[src/rtl/calc_key_entry.sv]
// Keypad front end for a three-digit integer calculator.
// Debounces key presses and releases, then runs a small entry FSM that
// builds two operands, applies add/sub/mul, and drives a registered
// display value in the 0-999 range.
module calc_key_entry #(
  parameter int DEBOUNCE_CYCLES = 12000
) (
  input  logic       Clk,
  input  logic       reset,
  input  logic       key_pressed,
  input  logic [3:0] keycode,
  output logic [9:0] display_value,
  output logic       key_accept,
  output logic       error,
  output logic [1:0] state_out
);

  localparam int CW = $clog2(DEBOUNCE_CYCLES + 1);
  localparam logic [CW-1:0] DB_MAX = CW'(DEBOUNCE_CYCLES);

  localparam logic [3:0] K_ADD = 4'hA;
  localparam logic [3:0] K_SUB = 4'hB;
  localparam logic [3:0] K_MUL = 4'hC;
  localparam logic [3:0] K_EQ  = 4'hD;
  localparam logic [3:0] K_BS  = 4'hE;
  localparam logic [3:0] K_CLR = 4'hF;

  localparam logic [1:0] OP_ADD = 2'd0;
  localparam logic [1:0] OP_SUB = 2'd1;
  localparam logic [1:0] OP_MUL = 2'd2;

  typedef enum logic [1:0] {
    ST_ENTER_A = 2'd0,
    ST_ENTER_B = 2'd1,
    ST_SHOW    = 2'd2,
    ST_ERROR   = 2'd3
  } state_t;

  // ---------------------------------------------------------------------
  // Debounce state
  // arm_q   : 1 = waiting for a stable press, 0 = waiting for a stable release
  // fresh_q : a low level has been seen since reset/re-arm, so a press that
  //           was already held across reset can never be accepted
  // cnt_q   : shared counter for press and release qualification
  // ---------------------------------------------------------------------
  logic [CW-1:0] cnt_q, cnt_d, cnt_nx;
  logic [3:0]    code_q, code_d;
  logic          arm_q, arm_d;
  logic          fresh_q, fresh_d;
  logic          accept;

  // Press/release qualification; accept fires on the last stable press cycle
  always_comb begin
    cnt_d   = cnt_q;
    code_d  = code_q;
    arm_d   = arm_q;
    fresh_d = fresh_q;
    accept  = 1'b0;
    cnt_nx  = cnt_q + CW'(1);
    if (arm_q) begin
      if (!key_pressed) begin
        cnt_d   = '0;
        fresh_d = 1'b1;
      end else if (fresh_q) begin
        // a changed code restarts the press qualification
        cnt_nx = (cnt_q != '0 && keycode == code_q) ? cnt_q + CW'(1) : CW'(1);
        code_d = keycode;
        if (cnt_nx == DB_MAX) begin
          accept = 1'b1;
          arm_d  = 1'b0;
          cnt_d  = '0;
        end else begin
          cnt_d = cnt_nx;
        end
      end
    end else begin
      // disarmed: code changes while held are ignored until a stable release
      if (key_pressed) begin
        cnt_d = '0;
      end else if (cnt_nx == DB_MAX) begin
        arm_d   = 1'b1;
        fresh_d = 1'b1;
        cnt_d   = '0;
      end else begin
        cnt_d = cnt_nx;
      end
    end
  end

  // Debounce registers
  always_ff @(posedge Clk or negedge reset) begin
    if (!reset) begin
      cnt_q   <= '0;
      code_q  <= '0;
      arm_q   <= 1'b1;
      fresh_q <= 1'b0;
    end else begin
      cnt_q   <= cnt_d;
      code_q  <= code_d;
      arm_q   <= arm_d;
      fresh_q <= fresh_d;
    end
  end

  // ---------------------------------------------------------------------
  // Calculator datapath
  // ---------------------------------------------------------------------
  state_t      state_q, state_d;
  logic [9:0]  acc_a_q, acc_a_d;
  logic [9:0]  acc_b_q, acc_b_d;
  logic [1:0]  op_q, op_d;
  logic [9:0]  disp_q, disp_d;
  logic        key_accept_q, key_accept_d;
  logic        error_q, error_d;

  logic [19:0] a20, b20, res, a_app, b_app;
  logic        neg, ovf;
  logic        is_digit, is_op;
  logic [1:0]  key_op;

  // Operand arithmetic in 20 bits so 999*999 and digit appends never wrap
  always_comb begin
    a20   = {10'd0, acc_a_q};
    b20   = {10'd0, acc_b_q};
    a_app = a20 * 20'd10 + {16'd0, code_q};
    b_app = b20 * 20'd10 + {16'd0, code_q};
    neg   = 1'b0;
    case (op_q)
      OP_SUB: begin
        res = a20 - b20;
        neg = (a20 < b20);
      end
      OP_MUL:  res = a20 * b20;
      default: res = a20 + b20;
    endcase
    ovf = neg || (res > 20'd999);
  end

  // Key classification on the qualified code
  always_comb begin
    is_digit = (code_q <= 4'd9);
    is_op    = (code_q == K_ADD) || (code_q == K_SUB) || (code_q == K_MUL);
    case (code_q)
      K_SUB:   key_op = OP_SUB;
      K_MUL:   key_op = OP_MUL;
      default: key_op = OP_ADD;
    endcase
  end

  // Entry FSM next state; outputs are computed here and registered with state
  always_comb begin
    state_d      = state_q;
    acc_a_d      = acc_a_q;
    acc_b_d      = acc_b_q;
    op_d         = op_q;
    disp_d       = disp_q;
    key_accept_d = 1'b0;
    if (accept) begin
      key_accept_d = 1'b1;
      if (code_q == K_CLR) begin
        state_d = ST_ENTER_A;
        acc_a_d = '0;
        acc_b_d = '0;
        op_d    = OP_ADD;
        disp_d  = '0;
      end else begin
        case (state_q)
          ST_ENTER_A: begin
            if (is_digit) begin
              if (a_app <= 20'd999) acc_a_d = a_app[9:0];
              disp_d = acc_a_d;
            end else if (is_op) begin
              op_d    = key_op;
              acc_b_d = '0;
              state_d = ST_ENTER_B;
              disp_d  = acc_a_q;
            end else if (code_q == K_BS) begin
              acc_a_d = acc_a_q / 10'd10;
              disp_d  = acc_a_d;
            end
          end
          ST_ENTER_B: begin
            if (is_digit) begin
              if (b_app <= 20'd999) acc_b_d = b_app[9:0];
              disp_d = acc_b_d;
            end else if (code_q == K_BS) begin
              acc_b_d = acc_b_q / 10'd10;
              disp_d  = acc_b_d;
            end else if (is_op || code_q == K_EQ) begin
              if (ovf) begin
                // accumulators keep their values; only F recovers
                state_d = ST_ERROR;
                disp_d  = '0;
              end else begin
                acc_a_d = res[9:0];
                disp_d  = res[9:0];
                if (is_op) begin
                  op_d    = key_op;
                  acc_b_d = '0;
                end else begin
                  state_d = ST_SHOW;
                end
              end
            end
          end
          ST_SHOW: begin
            if (is_digit) begin
              acc_a_d = {6'd0, code_q};
              state_d = ST_ENTER_A;
              disp_d  = acc_a_d;
            end else if (is_op) begin
              op_d    = key_op;
              acc_b_d = '0;
              state_d = ST_ENTER_B;
              disp_d  = acc_a_q;
            end
          end
          default: ;
        endcase
      end
    end
    error_d = (state_d == ST_ERROR);
  end

  // Calculator registers
  always_ff @(posedge Clk or negedge reset) begin
    if (!reset) begin
      state_q      <= ST_ENTER_A;
      acc_a_q      <= '0;
      acc_b_q      <= '0;
      op_q         <= OP_ADD;
      disp_q       <= '0;
      key_accept_q <= 1'b0;
      error_q      <= 1'b0;
    end else begin
      state_q      <= state_d;
      acc_a_q      <= acc_a_d;
      acc_b_q      <= acc_b_d;
      op_q         <= op_d;
      disp_q       <= disp_d;
      key_accept_q <= key_accept_d;
      error_q      <= error_d;
    end
  end

  assign display_value = disp_q;
  assign key_accept    = key_accept_q;
  assign error         = error_q;
  assign state_out     = state_q;

endmodule

[config.mk]
export PLATFORM = sky130hd
export DESIGN_NAME = calc_key_entry
export DESIGN_NICKNAME = d
export VERILOG_FILES = /design/src/rtl/calc_key_entry.sv
export SDC_FILE = /design/constraint.sdc
export NUM_CORES = 1
export LEC_CHECK = 0
export ABC_AREA = 1
export CAP_MARGIN = 30
export CORE_MARGIN = 8
export CORE_UTILIZATION = 26
export CTS_BUF_LIST = sky130_fd_sc_hd__clkbuf_2 sky130_fd_sc_hd__clkbuf_4 sky130_fd_sc_hd__clkbuf_8
export DETAILED_ROUTE_END_ITERATION = 6
export RECOVER_POWER = 25
export SLEW_MARGIN = 30
export SYNTH_ARGS = -nofsm -noshare
export SYNTH_HDL_FRONTEND = slang
export SYNTH_SLANG_ARGS = --single-unit
[constraint.sdc]
create_clock -name Clk -period 8.85 [get_ports Clk]
set_input_delay 1.77 -clock Clk [delete_from_list [all_inputs] [get_ports Clk]]
set_output_delay 1.77 -clock Clk [all_outputs]
set_load 0.005 [all_outputs]
; Word level (Yosys, flattened, before mapping)
; Cells that the tools add are included.
[classes]
add_sub_neg = 5
mul = 3
n_div = 2
order_cmp = 5
n_eq_ne = 27
n_mux = 74
bitwise = 1
reduce_logical = 17
[ops]
columns = op, n
row1 = $mux 10, 27
row2 = $mux 14, 7
row3 = $pmux 10 s3, 2
row4 = $pmux 20 s2, 1
row5 = $mux 2, 17
row6 = $add 14x4->15, 2
row7 = $le 15x10->1 const B, 2
row8 = $eq 14x14->1 const B, 2
row9 = $mul 10x3->13 const B, 2
row10 = $eq 4x4->1 const B, 6
row11 = $div 10x4->10 const B, 2
row12 = $gt 20x10->1 const B, 1
row13 = $mul 10x10->20, 1
row14 = $pmux 10 s2, 1
row15 = $mux 1, 16
row16 = $ne 3x3->1 const B, 5
row17 = $ne 5x5->1 const B, 3
row18 = $add 14x1->14 const B, 1
row19 = $reduce_bool 14->1, 1
row20 = $ne 4x4->1 const B, 3
row21 = $add 10x10->11, 1
row22 = $sub 10x10->11, 1
row23 = $lt 10x10->1, 1
row24 = $reduce_and 5->1, 2
row25 = 19 further kinds, 27
[word_totals]
reg_bits = 56
elab_cells = 145

; Depth between registers and ports, before layout
[depth]
ltp_word = 12
ltp_mapped = 35
ltp_nobuf = 34

; Least setup slack after synthesis
; Ideal clock, no wire load.
[synth_path]
path_type = reg2reg
from = register acc_a_q[3]
to = register acc_b_q[0]
setup_time_ns = 0.065
t_arrival_ns = 5.736
required_ns = 8.785
path_slack_ns = 3.049
stages_incl_launch_ff = 30
path_buffers = 2
path_cell_list = dfrtp_1 clkbuf_1 clkbuf_1 nand2_1 fa_1 fa_1 inv_1 fa_1 fa_1 fa_1 ha_1 a21oi_1 o21a_1 nand3_1 a21oi_1 nor2_1 nor2_1 xor2_1 nand2_1 nor2_1 nand4_1 nand2_1 nand3_2 nand4_1 nand2_2 nor2_4 inv_2 nor2_1 nand2_1 nand2_1
[synth_via]
elab_chain_len = 6
word_cells_on_any_way = 10
[synth_lines]
columns = item, line
row1 = "start, declared", 109  ; logic [9:0] acc_a_q, acc_a_d;
row2 = "start signal, assigned", 229  ; acc_a_q <= '0;
row3 = "start signal, assigned", 237  ; acc_a_q <= acc_a_d;
row4 = $mul 10x10->20 (tied with other cells), 133  ; OP_MUL: res = a20 * b20;
row5 = $pmux 20 s2, 128  ; case (op_q)
row6 = $gt 20x10->1, 136  ; ovf = neg || (res > 20'd999);
row7 = $logic_or 1x1->1 (*), 136
row8 = $ne 5x5->1 (no line) (*), -
row9 = $reduce_and 5->1 (no line) (*), -
row10 = "end signal, assigned", 230  ; acc_b_q <= '0;
row11 = "end signal, assigned", 238  ; acc_b_q <= acc_b_d;
row12 = "end, declared", 110  ; logic [9:0] acc_b_q, acc_b_d;
; Mark *: on every way between the ends. The rest lies on a longest branch, timed or not.
; A chain may end at the register's enable or synchronous reset.

; Worst setup path after layout
[layout_path]
from = register acc_a_q[3]
to = register acc_a_q[1]
[layout_via]
elab_chain_len = 7
word_cells_on_any_way = 20
[layout_lines]
columns = item
row1 = "parallel branches: the longest is 7 deep, another holds $div 10x4->10"
; Several ways; the timed one is not identified. The select of a mux whose other input is x is not followed.

==> metrics <==
Final Hold Fails 0; Worst setup SP type flop; final setup violating endpoints 0; gr ovfl total 0; CP max FO 20; Post-synth EDFFs 0; vias per inst between 4 and 5; Cell Pwr Density 42.7 mW/mm2; Max Fclk about 150 MHz; CP Capture Type flop; Final GP Congestion approximately 0.95; ys async rst share between 90% and 100%; # nets final roughly 1800; post-synthesis sequential element count 56; fin. max-slew vios 57; MaxCap Viol Count 1; Setup Buffers After CTS 0; Inst Count DP between 2000 and 2500; share of cells above drive strength 1 under 10%; CTS tree yes; worst-margin pin slew between 3 and 4 ns; Max VDD drop 0.0721 mV; Routed Antenna Nets 0; die height ~220 um; 1st-iter DRT viols ~890; Distinct cells, synth 53; area of the multi-input gates a little over 0.008 mm2; min-delay worst type flop to flop; Initial Utilization a little over a quarter; Worst R2R Setup Slack about 2.0 ns; Required @ worst endpoint just over 9 ns; Hold EP display_value[6]; ANT cells 0; delay of the slowest critical-path stage 0.75 ns; syn avg cell area 6.58 um2; Tot GR Track Use a little over an eighth; initial antenna violation count 0; Clock Skew ~0.014 ns; Syn Nets 1829; Pwr Total ~500 uW; Worst-Skew Late Latency approximately 0.32 ns; fin cells 2157; Critical Path AT between 7 and 8 ns; commonest non-fill, non-tap cell in the layout nand2_1; DRC errors left 0; Min Hold Slack around 0.49 ns; post-DP HPWL about 26000 um; vias in the first global route 10500; boundary pin count 21; commonest non-fill, non-tap cells in the layout nand2_1 (426), inv_1 (252), ha_1 (121), o21ai_0 (116), a21oi_1 (103); clk slew on worst S/H paths around 0.11 ns; final wirelength ~33000 um; r2r startpoint acc_a_q[3]; die span in x 219 um; fin crit period 6.81 ns; post-cts sizing count 0; Buffers on Ports 20; RSZ-0062 raised after global routing false; Worst slew margin -109%; sequential cell area between 0.001 and 0.0015 mm2; setup TNS 0 ns; WS Path Type flop to flop; outcome finished, violations left; Ys Warns 0; leakage a little over 0.006 uW; Fillers approximately 4500; critical path's slowest cell dfrtp_1; die area around 0.048 mm2; Core ar. 0.0408 mm2; Cells after Synth roughly 1600; htree depth 2; TritonCTS buffer count 5; ys flop type dfrtp_1; violated checks max-capacitance violations, max-slew violations; largest net degree at the start of global routing 57; r2r endpoint acc_a_q[1]; Hold Crit Depth 2; Reg2Reg Depth 27; WL per Instance between 15 and 20 um; # rows 74; fin crit share 76.9%; root buf cell clkbuf_8; clock buffer depth 2; CTS hold repair buffers 0; TritonCTS Sinks 56; Seq/Total Area, Yosys a little over an eighth; first-pass GRT wire length around 54000 um; DR pass1 iterations 5; via count between 10000 and 15000; Layout area overhead 7.89%; Worst Min Path Start display_value[6]; area of the mapped netlist roughly 0.011 mm2
==> cells in the mapped netlist, types with 17 or more instances <==
library cell / number / share of area (%)
inv_1: 252 / 8.8
inv_2: 20 / 0.70
dfrtp_1: 55 / 13
clkbuf_1: 35 / 1.2
nand3_1: 91 / 4.2
ha_1: 121 / 14
xor2_1: 29 / 2.4
nor2_1: 98 / 3.4
fa_1: 68 / 13
nand4_1: 24 / 1.4
o21ai_1: 17 / 0.79
a21oi_1: 103 / 4.8
o21ai_0: 116 / 5.4
nand2_1: 426 / 15
==> routing by layer <==
layer  up-vias  global-route usage [%]  part of all wire, %
met5         -                       0                    0
met4         0                    2.85                  1.9
met3        52                    1.46                  5.7
met2       373                    23.1                   46
met1      4972                    18.6                   47
li1       5271                       -                    -
==> report_power, final <==
part	total (uW)	internal, uW	switching (uW)
combinational	85.1	26.0	59.0
sequential	264	258	6.08
clock	146	55.6	90.6
total	495	339	156
==> metrics by stage <==
step	area, um2	worst slack, ns	util, %
global route	11600	1.52	28.4
CTS	11600	2.12	28.4
finish	11600	2.04	28.4
global placement	11500	2.26	28.2
detailed placement	11500	2.17	28.2
floorplan	10700	3.05	-
==> sequential cells by signal, summed over array words and instances, names as in the netlist <==
name,count
cnt_q,14
acc_a_q,10
acc_b_q,10
display_value,10
code_q,4
op_q,2
state_out,2
arm_q,1
error,1
fresh_q,1
key_accept,1
==> layout make-up <==
class	count	area share (%)
repair buffers	33	2.49
clock inverters	3	0.162
flip-flops and latches	56	12.1
multi-input cells	1254	70.0
well taps	532	5.74
clock buffers	5	0.594
inverters	274	8.88
==> kinds of logic (layout without fill, tap and decap cells) <==
| kind of cell | Yosys count | after routing | share of synthesized area [%] |
|---|---|---|---|
| AOI/OAI and AO/OA | 309 | 309 | 16.2 |
| adders and majority gates | 189 | 189 | 26.8 |
| DFF | 56 | 56 | 13.1 |
| buffers and inverters | 323 | 315 | 11.4 |
| xor gates and xnor gates | 41 | 41 | 3.47 |
| and+or+nand+nor | 715 | 715 | 29.1 |
==> critical path, delay by kind of cell (launching register included) <==
| family | cells | cell delay (ns) |
|---|---|---|
| compound gates | 3 | 0.58 |
| fa+ha+maj | 7 | 3.13 |
| buf+inv | 4 | 0.19 |
| flops | 1 | 0.75 |
| simple gates | 13 | 2.08 |
==> worst max path at each step <==
stage                from         end
2_1_floorplan  acc_a_q[3]  acc_b_q[0]
3_3_place_gp   acc_a_q[3]  acc_b_q[0]
3_5_place_dp   acc_a_q[3]  acc_a_q[1]
4_1_cts        acc_a_q[3]  acc_a_q[1]
5_1_grt        acc_a_q[3]  acc_b_q[0]
6_report       acc_a_q[3]  acc_a_q[1]
Note: power is estimated with default switching activity, not from simulation.
